[config.mk]
export PLATFORM = sky130hd
export DESIGN_NAME = uart_tx_fifo
export DESIGN_NICKNAME = d
export VERILOG_FILES = /design/src/rtl/uart_tx_fifo.sv
export SDC_FILE = /design/constraint.sdc
export NUM_CORES = 1
export LEC_CHECK = 0
export CAP_MARGIN = 25
export CORE_MARGIN = 2
export CORE_UTILIZATION = 25
export CTS_CLUSTER_SIZE = 25
export DETAILED_ROUTE_END_ITERATION = 8
export PLACE_DENSITY = 0.42
export SETUP_SLACK_MARGIN = 0.15
export SLEW_MARGIN = 30
export SYNTH_ARGS = -nofsm -noshare
export SYNTH_HDL_FRONTEND = slang
export SYNTH_SLANG_ARGS = --single-unit
[constraint.sdc]
create_clock -name clk -period 6.97 [get_ports clk]
set_input_delay 1.7425 -clock clk [delete_from_list [all_inputs] [get_ports clk]]
set_output_delay 1.7425 -clock clk [all_outputs]
set_load 0.02 [all_outputs]
[src/rtl/uart_tx_fifo.sv]
// rtl/uart_tx_fifo.sv - transmit byte FIFO feeding the uart_tx serializer one start pulse per byte
module uart_tx_fifo #(
  parameter int DEPTH        = 16,
  parameter int AW           = 4,
  parameter int BUSY_TIMEOUT = 4
) (
  input  logic          clk,
  input  logic          rst_n,
  input  logic          wr_en,
  input  logic [7:0]    wr_data,
  input  logic          clr_ovf,
  output logic          full,
  output logic          empty,
  output logic [AW:0]   level,
  output logic          overflow,
  output logic          tx_start,
  output logic [7:0]    tx_data,
  input  logic          tx_busy
);

  localparam int CW = $clog2(BUSY_TIMEOUT + 1);
  localparam logic [AW:0]   FULL_LVL = (AW + 1)'(DEPTH);
  localparam logic [CW-1:0] TO_LAST  = CW'(BUSY_TIMEOUT - 1);

  typedef enum logic [1:0] {
    IDLE      = 2'd0,
    WAIT_BUSY = 2'd1,
    WAIT_DONE = 2'd2
  } state_t;

  state_t          state_q, state_d;
  logic [CW-1:0]   to_cnt_q, to_cnt_d;
  logic [AW-1:0]   wr_ptr, rd_ptr;
  logic [7:0]      mem [DEPTH];
  logic            push_ok;
  logic            push_drop;
  logic            pop;

  // Status flags decode only registered level, so bus-side logic sees no comb path.
  assign full      = (level == FULL_LVL);
  assign empty     = (level == '0);
  assign push_ok   = wr_en && !full;
  assign push_drop = wr_en && full;

  always_ff @(posedge clk) begin
    if (push_ok) begin
      mem[wr_ptr] <= wr_data;
    end
  end

  always_ff @(posedge clk) begin
    if (!rst_n) begin
      wr_ptr <= '0;
      rd_ptr <= '0;
      level  <= '0;
    end else begin
      if (push_ok) begin
        wr_ptr <= wr_ptr + 1'b1;
      end
      if (pop) begin
        rd_ptr <= rd_ptr + 1'b1;
      end
      case ({push_ok, pop})
        2'b10:   level <= level + 1'b1;
        2'b01:   level <= level - 1'b1;
        default: level <= level;
      endcase
    end
  end

  // A dropped push outranks a same-cycle clear so no loss goes unreported.
  always_ff @(posedge clk) begin
    if (!rst_n) begin
      overflow <= 1'b0;
    end else if (push_drop) begin
      overflow <= 1'b1;
    end else if (clr_ovf) begin
      overflow <= 1'b0;
    end
  end

  always_ff @(posedge clk) begin
    if (!rst_n) begin
      state_q  <= IDLE;
      to_cnt_q <= '0;
      tx_start <= 1'b0;
      tx_data  <= 8'h00;
    end else begin
      state_q  <= state_d;
      to_cnt_q <= to_cnt_d;
      tx_start <= pop;
      if (pop) begin
        tx_data <= mem[rd_ptr];
      end
    end
  end

  always_comb begin
    state_d  = state_q;
    to_cnt_d = to_cnt_q;
    pop      = 1'b0;
    case (state_q)
      IDLE: begin
        to_cnt_d = '0;
        if (!empty && !tx_busy) begin
          pop     = 1'b1;
          state_d = WAIT_BUSY;
        end
      end
      WAIT_BUSY: begin
        // A serializer that never acknowledges must not stall the queue forever.
        if (tx_busy) begin
          state_d = WAIT_DONE;
        end else if (to_cnt_q == TO_LAST) begin
          state_d = IDLE;
        end else begin
          to_cnt_d = to_cnt_q + CW'(1);
        end
      end
      WAIT_DONE: begin
        if (!tx_busy) begin
          state_d = IDLE;
        end
      end
      default: state_d = IDLE;
    endcase
  end

endmodule

# After elaboration in Yosys (flattened, before gate mapping)
# Memory sizes are Yosys's and may differ from the RTL's. A register that Yosys moved wholly into a read port is not among the register bits.
# Index checks and enable logic that the tools add are counted.
[totals] ramBits=128 reg_bits=20 input_bits=13 memories=1 output_inout_bits=17 wordCells=53
[mem_list] name="mem" depth=16 word_bits=8 read_ports=1 rd_ports_with_merged_regs=1 write_ports=1 line_no="34" rtl="logic [7:0] mem [DEPTH];"
[classes] n_mux=15 eq_ne=11 reduce_logical=14 addsub=5
[op_table] operator="one-hot mux 5 bit (2 select lines)" count=1
[op_table] operator="adder 4 x 1 -> 4 bit, second input constant" count=2
[op_table] operator="two-way mux 2 bit" count=4
[op_table] operator="inequality test 2 bit, second input constant" count=4
[op_table] operator="two-way mux 1 bit" count=6
[op_table] operator="two-way mux 3 bit" count=2
[op_table] operator="one-hot mux 2 bit (3 select lines)" count=1
[op_table] operator="one-hot mux 3 bit (2 select lines)" count=1
[op_table] operator="AND reduction 3 bit" count=2
[op_table] operator="nonzero test 2 bit" count=3
[op_table] operator="adder 5 x 1 -> 5 bit, second input constant" count=1
[op_table] operator="== test 5 bit, second input constant" count=1
[op_table] operator="zero test 5 bit" count=1
[op_table] operator="subtractor 5 x 1 -> 5 bit, second input constant" count=1
[op_table] operator="== test 2 x 1 -> 1 bit, second input constant" count=2
[op_table] operator="== test 2 bit, second input constant" count=2
[op_table] operator="zero test 1 bit" count=4
[op_table] operator="adder 3 x 1 -> 3 bit, second input constant" count=1
[op_table] operator="== test 3 x 2 -> 1 bit, second input constant" count=1
[op_table] operator="logical AND 1 bit" count=3
[op_table] operator="inequality test 3 bit, second input constant" count=1
[op_table] operator="zero test 2 bit" count=1

# Longest topological paths before layout
# Gate-level depths: netlist of the first run.
[logic_depth] word_depth=7 depth_mapped=12 mapped_depth_nobuf=10

# Worst setup path after synthesis of the first run
# Ideal clock, no wire load.
[synth_path] path_kind="input -> register" startpoint="input port tx_busy" endpoint="register level[4]" slack_ps=3227 arrival_ps=3618 setup_ps=126 n_path_buf=2 cell_stages=11 required_time_ps=6844 cell_sequence="nor3_1 > a21boi_2 > buf_2 > ha_1 > buf_2 > xor2_1 > ha_1 > a211o_2 > a21oi_1 > a211o_1 > nand4_1"
[synth_between] elab_chain_len=6 word_cells_on_any_way=8 cone_classes="eq/ne (2); mux (3); reduce/logical (3)"
[synth_lines] element="start: declaration" line_no="18" rtl="input logic tx_busy"
[synth_lines] element="zero test 1 bit (*)"
[synth_lines] element="logical AND 1 bit (*)" line_no="105" rtl="if (!empty && !tx_busy) begin"
[synth_lines] element="two-way mux 1 bit (*)" line_no="105"
[synth_lines] element="two-way mux 1 bit (*)" line_no="102" rtl="case (state_q)"
[synth_lines] element="net pop" line_no="37" rtl="logic pop;"
[synth_lines] element="== test 2 x 1 -> 1 bit or == test 2 bit (tied branches)" line_no="63" rtl="case ({push_ok, pop})"
[synth_lines] element="one-hot mux 5 bit (2 select lines) or nonzero test 2 bit (tied branches)"
[synth_lines] element="end signal: assignment" line_no="64" rtl="2'b10: level <= level + 1'b1;"
[synth_lines] element="end signal: assignment" line_no="65" rtl="2'b01: level <= level - 1'b1;"
[synth_lines] element="end signal: assignment" line_no="66" rtl="default: level <= level;"
[synth_lines] element="end: declaration" line_no="14" rtl="output logic [AW:0] level,"
# The timed path passes the listed nets; every way through them passes the cells marked *.
# A chain may end at the register's enable or synchronous reset.

# Worst setup path after layout of the first run
[layout_path] startpoint="input port tx_busy" endpoint="register level[2]"
[layout_between] elab_chain_len=6 word_cells_on_any_way=8 cone_classes="eq/ne (2); mux (3); reduce/logical (3)"
[layout_lines] element="zero test 1 bit (*)"
[layout_lines] element="logical AND 1 bit (*)" line_no="105"
[layout_lines] element="two-way mux 1 bit (*)" line_no="105"
[layout_lines] element="two-way mux 1 bit (*)" line_no="102"
[layout_lines] element="== test 2 x 1 -> 1 bit or == test 2 bit (tied branches)" line_no="63"
[layout_lines] element="one-hot mux 5 bit (2 select lines) or nonzero test 2 bit (tied branches)"
# Mark *: on every way between the ends. The rest lies on a longest branch, timed or not.

==> impl_results.md, run 1 <==
- Die width: ~160 um
- Status: completed
- Final setup skew: 13.84 ps
- Top cells by area, synth: edfxtp_1 60%, dfxtp_1 8.8%, mux2i_1 6.7%
- Crit path from: tx_busy
- Total Wirelength: around 15 mm
- Syn Area/Cell: 15.20 um^2
- Hold endpoint: to_cnt_q[2]
- Vias: 3,584
- Nets@finish: 471
- Seq/Total Area, Yosys: 0.6882
- Crit start category: primary input
- Antenna cells: 0
- Buf/Inv on CP: 1
- Kind of critical path: primary input to flip-flop
- Worst path slowest cell: a21boi_2
- GRT Util Overall: 0.1134
- Kind of end point of the critical path: flip-flop
- Leak: 2.320 nW
- Multi-input logic area: around 1800 um^2
- Port Buffers: 29
- CTS-repair resized insts: 0
- Most common cell in the netlist: edfxtp_1
- Slew of the pin with the lowest slew margin: 952.1 ps
- Cts bufs inserted: 17
- Delay-heaviest family, CP: compound AO/OA/AOI/OAI gates
- Peak supply drop: 135.7 uV
- Post-Syn Area: approximately 6400 um^2
- Synth Warn #: 0
- First-pass GRT wire length: 22.02 mm
- Syn nets: 445
- Max cap viols: 0
- Starting DRT DRC Count: 198
- Fin crit share: 0.6461
- Synth Instances: 421
- Worst path cell trace: clkdlybuf4s50_1, nor3_1, a21boi_2, ha_1, xor2_1, ha_1, a21oi_1, xor2_1, or3_1, a21oi_1
- Synth top area share: 0.6006
- FF+latch area: 4405 um^2
- Placer congestion estimate: 0.7179
- Critical Path AT: 4840 ps
- Wire per inst: 18.36 um
- Largest net degree at the start of global routing: between 50 and 60
- Synth area leader: edfxtp_1
- Crit Reg-Reg Startpoint: level[4]
- TritonRoute pass-1 iters: 6
- Largest stage delay on the critical path: 780 ps
- Smallest hold slack: 476.3 ps
- ANT nets after route: 0
- Main synth FF type: edfxtp_1
- Later-pin clock latency in the skew report: 430 ps
- Setup slack, reg-to-reg: 3740 ps
- Synth Register Bits: 156
- PwrDens: 344.2 nW/um^2
- Register-to-Register Path Depth: 9
- DRC errors left: 0
- Clock sinks: 156
- Hold-critical path depth: 2
- RSZ-0062 raised after global routing: false
- Setup TNS: 0 ps
- CP required: 7300 ps
- Type of the most critical hold path: flip-flop to flip-flop
- Layout area overhead: 17.56%
- Async set-reset flop share out of synthesis: 0
- CTS tree: built
- Worst reg2reg path endpoint: level[2]
- Minimum clock period: approximately 4500 ps
- Setup bufs post-CTS: 0
- Vias in the first global route: ~3,600
- Final HPWL DP: roughly 9.6 mm
- Initial Util: 0.2541
- CTS clock-pin slew for the worst setup and hold paths: 60 ps
- Via-per-instance ratio: approximately 4.5
- Synth cell types: 46
- Initial antenna violation count: 0
- Total grt overflow: 0
- Final setup fails: 0
- Die Y-Extent: 164 um
- Bufs on Longest Clock Path: 2
- Core Region: 25,180 um^2
- FMAX: 0.2221 GHz
- Htree depth: 4
- Synth cell count leaders: 128 x edfxtp_1, 43 x mux2i_1, 34 x nor2_1
- Hold Buf Count CTS: 0
- Share of layout cells above drive strength 1: 0.1261
- Root buffer cell: clkbuf_16
- Fillers: 2,486
- Crit path max fanout: 22
- EDFF count, synth: roughly 130
- Max-slew violation count: 0
- Slew headroom: 0.3652
- Rows: 58
- Total Die Area: 26,900 um^2
- Final-report hold violation count: 0
- Hold_sp: to_cnt_q[2]
- Num ports: 30
==> layer usage <==
layer  vias up  routed length [um]  part of all wire  track usage
li1       1674                   -                 -            -
met2        69                6945              0.48       0.1826
met5         -                   0                 0            0
met1      1828                6832              0.47       0.1517
met3        13                 573             0.039      0.02702
met4         0                 157             0.011      0.03469
==> metrics by stage <==
stage               instance area (um^2)  setup slack (ps)  std cells    util  power, mW
floorplan                           6400              3227        421       -      1.565
global placement                    6984              2163        758  0.2774      1.768
detailed placement                  6984              2023        758  0.2774      1.772
CTS                                 7523              2458        790  0.2988      2.626
global route                        7523              2171        790  0.2988      2.718
finish                              7523              2467        790  0.2988      2.590
==> how the worst max path moves through the flow <==
stage | to | slack, ps | depth (start not counted)
6_report | level[2] | 2470 | 10
4_1_cts | level[2] | 2460 | 10
3_3_place_gp | level[2] | 2160 | 10
5_1_grt | level[2] | 2170 | 10
2_1_floorplan | level[4] | 3230 | 11
3_5_place_dp | level[2] | 2020 | 10
==> sequential cells by signal, indices dropped and copies added, names as in the netlist <==
register  cells
level         5
mem         128
overflow      1
rd_ptr        4
state_q       2
to_cnt_q      3
tx_data       8
tx_start      1
wr_ptr        4
==> cells in the final DEF, fill, tap and decap left out, types with 5 or more instances in the layout <==
cell type          n
a21oi_1            9
o22ai_1           20
mux4_2            12
clkinvlp_4         5
buf_4              6
a31oi_1            9
a22oi_1            5
nand2b_1           5
nand2_1            9
edfxtp_1         128
nor2_1            34
o21ai_0           10
ha_1              11
inv_1              6
clkbuf_16         17
xor2_1             8
dfxtp_1           27
nor3_1            11
mux2i_1           43
clkdlybuf4s50_1   29
==> power by group <==
part	switching (mW)	internal [mW]	total, mW
sequential	0.0669	1.08	1.15
clock	0.389	0.462	0.851
combinational	0.340	0.250	0.590
total	0.796	1.79	2.59
==> cell families (layout without fill, tap and decap cells) <==
kind of cell,count (synthesis),count (layout),synth area share
AOI/OAI and AO/OA,66,66,0.06823
xor gates and xnor gates,10,10,0.01369
adders and majority gates,11,11,0.02151
buffers and inverters,35,74,0.02991
DFF,156,156,0.6882
muxes,55,55,0.1095
and+or+nand+nor,88,88,0.06901
==> cell type report <==
cell class,instances,share of cell area
inverter,7,0.003492
multi-input combinational,230,0.2398
clock inverter,14,0.01464
timing repair buffer,35,0.04457
sequential,156,0.5856
clock buffer,18,0.05704
tap,330,0.05488
==> worst reg2reg max path, stage by stage, from the launching register on <==
cell and delay [ps]:
dfxtp_1 540, inv_1 230, a21boi_2 770, ha_1 490
xor2_1 190, ha_1 220, a21oi_1 70, xor2_1 170
or3_1 320, a21oi_1 150
Power figures use the tool's default switching activity.
==> run 2: changes to the inputs <==
clock period = 4.7 ns   (was 6.97 ns; I/O delays follow)
==> run 2 against run 1 <==
  * Total power increased by 54%
  * Clock power increased by 62%
  * Sequential power increased by 48%
  * Setup slack got worse by 1200 ps
  * Register-to-register slack got worse by 1900 ps
  * Wire length increased by 3.2%
  * Sequential share of layout area decreased by 0.66 points
  * Critical path depth unchanged
  * Combinational power increased by 53%
  * Cell count increased by 0.63%
  * Count of clock-buffer cells in the layout decreased by 1
  * Utilization increased by 0.34 points
  * Largest power group unchanged
==> impl_results.md, run 2 (synthesis results as in run 1) <==
- CTS clock-pin slew for the worst setup and hold paths: 70 ps (about the same)
- Critical Path AT: 3780 ps (-1060 ps)
- DRC errors left: 0 (unchanged)
- Initial antenna violation count: 0 (unchanged)
- Final-report hold violation count: 0 (unchanged)
- Later-pin clock latency in the skew report: 420 ps (about the same)
- Total Die Area: 26,900 um^2 (unchanged)
- Leak: 2.374 nW (+2.4%)
- GRT Util Overall: 0.1188 (+0.005354)
- Sw frac: 0.3042 (-0.002962)
- Htree depth: 4 (unchanged)
- Slew headroom: 0.3746 (+0.009313)
- Cts bufs inserted: 17 (unchanged)
- Switch Pwr: 1.214 mW (+53%)
- Crit path from: wr_en
- Die width: 164 um (unchanged)
- Seq pwr share: 0.427 (-0.017)
- Fin crit share: 0.7404
- Via-per-instance ratio: 4.479 (-1.3%)
- CP required: 5000 ps (-2300 ps)
- Kind of critical path: primary input to flip-flop
- FMAX: between 0.2 and 0.3 GHz
- Num ports: 30 (unchanged)
- GRT Max-Usage Layer: met2
- Most common cell after layout, fill and taps aside: edfxtp_1
- Clock sinks: 156 (unchanged)
- Setup TNS: 0 ps (unchanged)
- Kind of end point of the critical path: flip-flop
- Share of layout cells above drive strength 1: 0.1355 (+0.009397)
- Worst path slowest cell: clkdlybuf4s50_1
- Clock share of power: 0.347 (+0.019)
- Crit Reg-Reg Startpoint: level[1]
- Max cap viols: 0 (unchanged)
- Peak supply drop: 205.4 uV (+51%)
- Port Buffers: 29 (unchanged)
- CTS tree: built
- Bufs on Longest Clock Path: 2 (unchanged)
- Max reg flops: 128 (unchanged)
- Smallest hold slack: 476.1 ps (-0.2650 ps)
- Initial Util: 0.2541 (unchanged)
- CTS-repair resized insts: 0 (unchanged)
- Worst path cell trace: clkdlybuf4s50_1, a21boi_1, inv_1, ha_1, xor2_1, ha_1, a211o_2, a21oi_1, a211o_1, nand4_1
- Setup bufs post-CTS: 0 (unchanged)
- GR Util met3: 0.03106 (+0.004040)
- Cell mode on critical path: ha_1
- Placer congestion estimate: 0.7224 (+0.63%)
- PwrDens: 524.1 nW/um^2 (+52%)
- Hold Buf Count CTS: 0 (unchanged)
- ANT nets after route: 0 (unchanged)
- Wire per inst: 18.83 um (+2.6%)
- Final setup fails: 0 (unchanged)
- Minimum clock period: 3480 ps
- Vias in the first global route: 3,592 (-1.2%)
- Power Total: 3.989 mW (+54%)
- Layout area overhead: 18.91%
- Crit path max fanout: 9 (-59%)
- Nets@finish: 476 (+1.1%)
- Buf/Inv on CP: 2 (+1)
- Total Wirelength: 14.97 mm (+3.2%)
- Max-slew violation count: 0 (unchanged)
- Met1 usage: 0.1581 (+0.006438)
- Pint: 2.775 mW (+55%)
- Hold_sp: to_cnt_q[2]
- Root buffer cell: clkbuf_16
- Starting DRT DRC Count: 193 (-2.5%)
- Rows: 58 (unchanged)
- Crit start category: primary input
- Type of the most critical hold path: flip-flop to flip-flop
- Final HPWL DP: 9.862 mm (+3.1%)
- Antenna cells: 0 (unchanged)
- Die Y-Extent: 164 um (unchanged)
- Largest Register: mem
- TritonRoute pass-1 iters: 4 (-2)
- Largest stage delay on the critical path: 580 ps (-200 ps)
- Final setup skew: 9.925 ps (-3.920 ps)
- Status: completed
- First-pass GRT wire length: 22.75 mm (+3.3%)
- Met2 global-route usage: 0.1904 (+0.007830)
- Most frequent cells in the layout: 128 x edfxtp_1, 43 x mux2i_1, 34 x nor2_1, 29 x clkdlybuf4s50_1, 27 x dfxtp_1
- Vias: 3,561 (-0.64%)
- Total grt overflow: 0 (unchanged)
- Largest registers: mem: 128 flops, tx_data: 8 flops, level: 5 flops
- Delay-heaviest family, CP: compound AO/OA/AOI/OAI gates
- Largest net degree at the start of global routing: 29 (-47%)
- Core Region: 25,180 um^2 (unchanged)
- Power share of the combinational group: 0.226 (-0.002)
- RSZ-0062 raised after global routing: false
- Slew of the pin with the lowest slew margin: 934.7 ps (-17.42 ps)
[run 2: power groups by stage]
stage,Clock [mW],Sequential (mW),Combinational (mW)
after global placement,0,1.74,0.906
final,1.38,1.70,0.900
after global routing,1.47,1.72,0.985
after CTS,1.42,1.71,0.919
after floorplan,0,1.75,0.572
after detailed placement,0,1.74,0.915
[run 2: layer usage]
| layer | up-vias | wire length [um] |
|---|---|---|
| met1 | 1816 | 7239 |
| li1 | 1688 | - |
| met5 | - | 0 |
| met4 | 0 | 175 |
| met3 | 10 | 445 |
| met2 | 47 | 7111 |
[run 2: worst reg2reg max path, cell delays in order (launching register included)]
cell	delay [ps]
dfxtp_1	410
nor4_1	500
a21boi_1	280
inv_1	140
ha_1	340
xor2_1	190
ha_1	210
a21oi_1	60
xor2_1	180
or3_1	320
a21oi_1	140
[run 2: metrics by stage]
step / area (um^2) / util / std cells / setup slack, ps
detailed placement: 7022 / 0.2788 / 763 / 748.2
CTS: 7610 / 0.3022 / 795 / 1209
global route: 7610 / 0.3022 / 795 / 999.3
finish: 7610 / 0.3022 / 795 / 1220
floorplan: 6400 / - / 421 / 1524
global placement: 7022 / 0.2788 / 763 / 781.0
[run 2: cell type report]
type | count | area [um^2]
Tap cell | 330 | 412.9
Timing Repair Buffer | 40 | 372.9
Sequential cell | 156 | 4405
Fill cell | 2494 | 17570
Inverter | 7 | 26.28
Clock buffer | 17 | 425.4
Clock inverter | 15 | 162.7
Multi-Input combinational cell | 230 | 1804
[run 2: worst paths after layout]
kind / to / slack, ps / cells past startpoint
hold reg to reg: to_cnt_q[2] / 480 / 2
hold / removal: to_cnt_q[2] / 480 / 2
setup / recovery: level[4] / 1220 / 10
setup reg to reg: level[2] / 1890 / 10
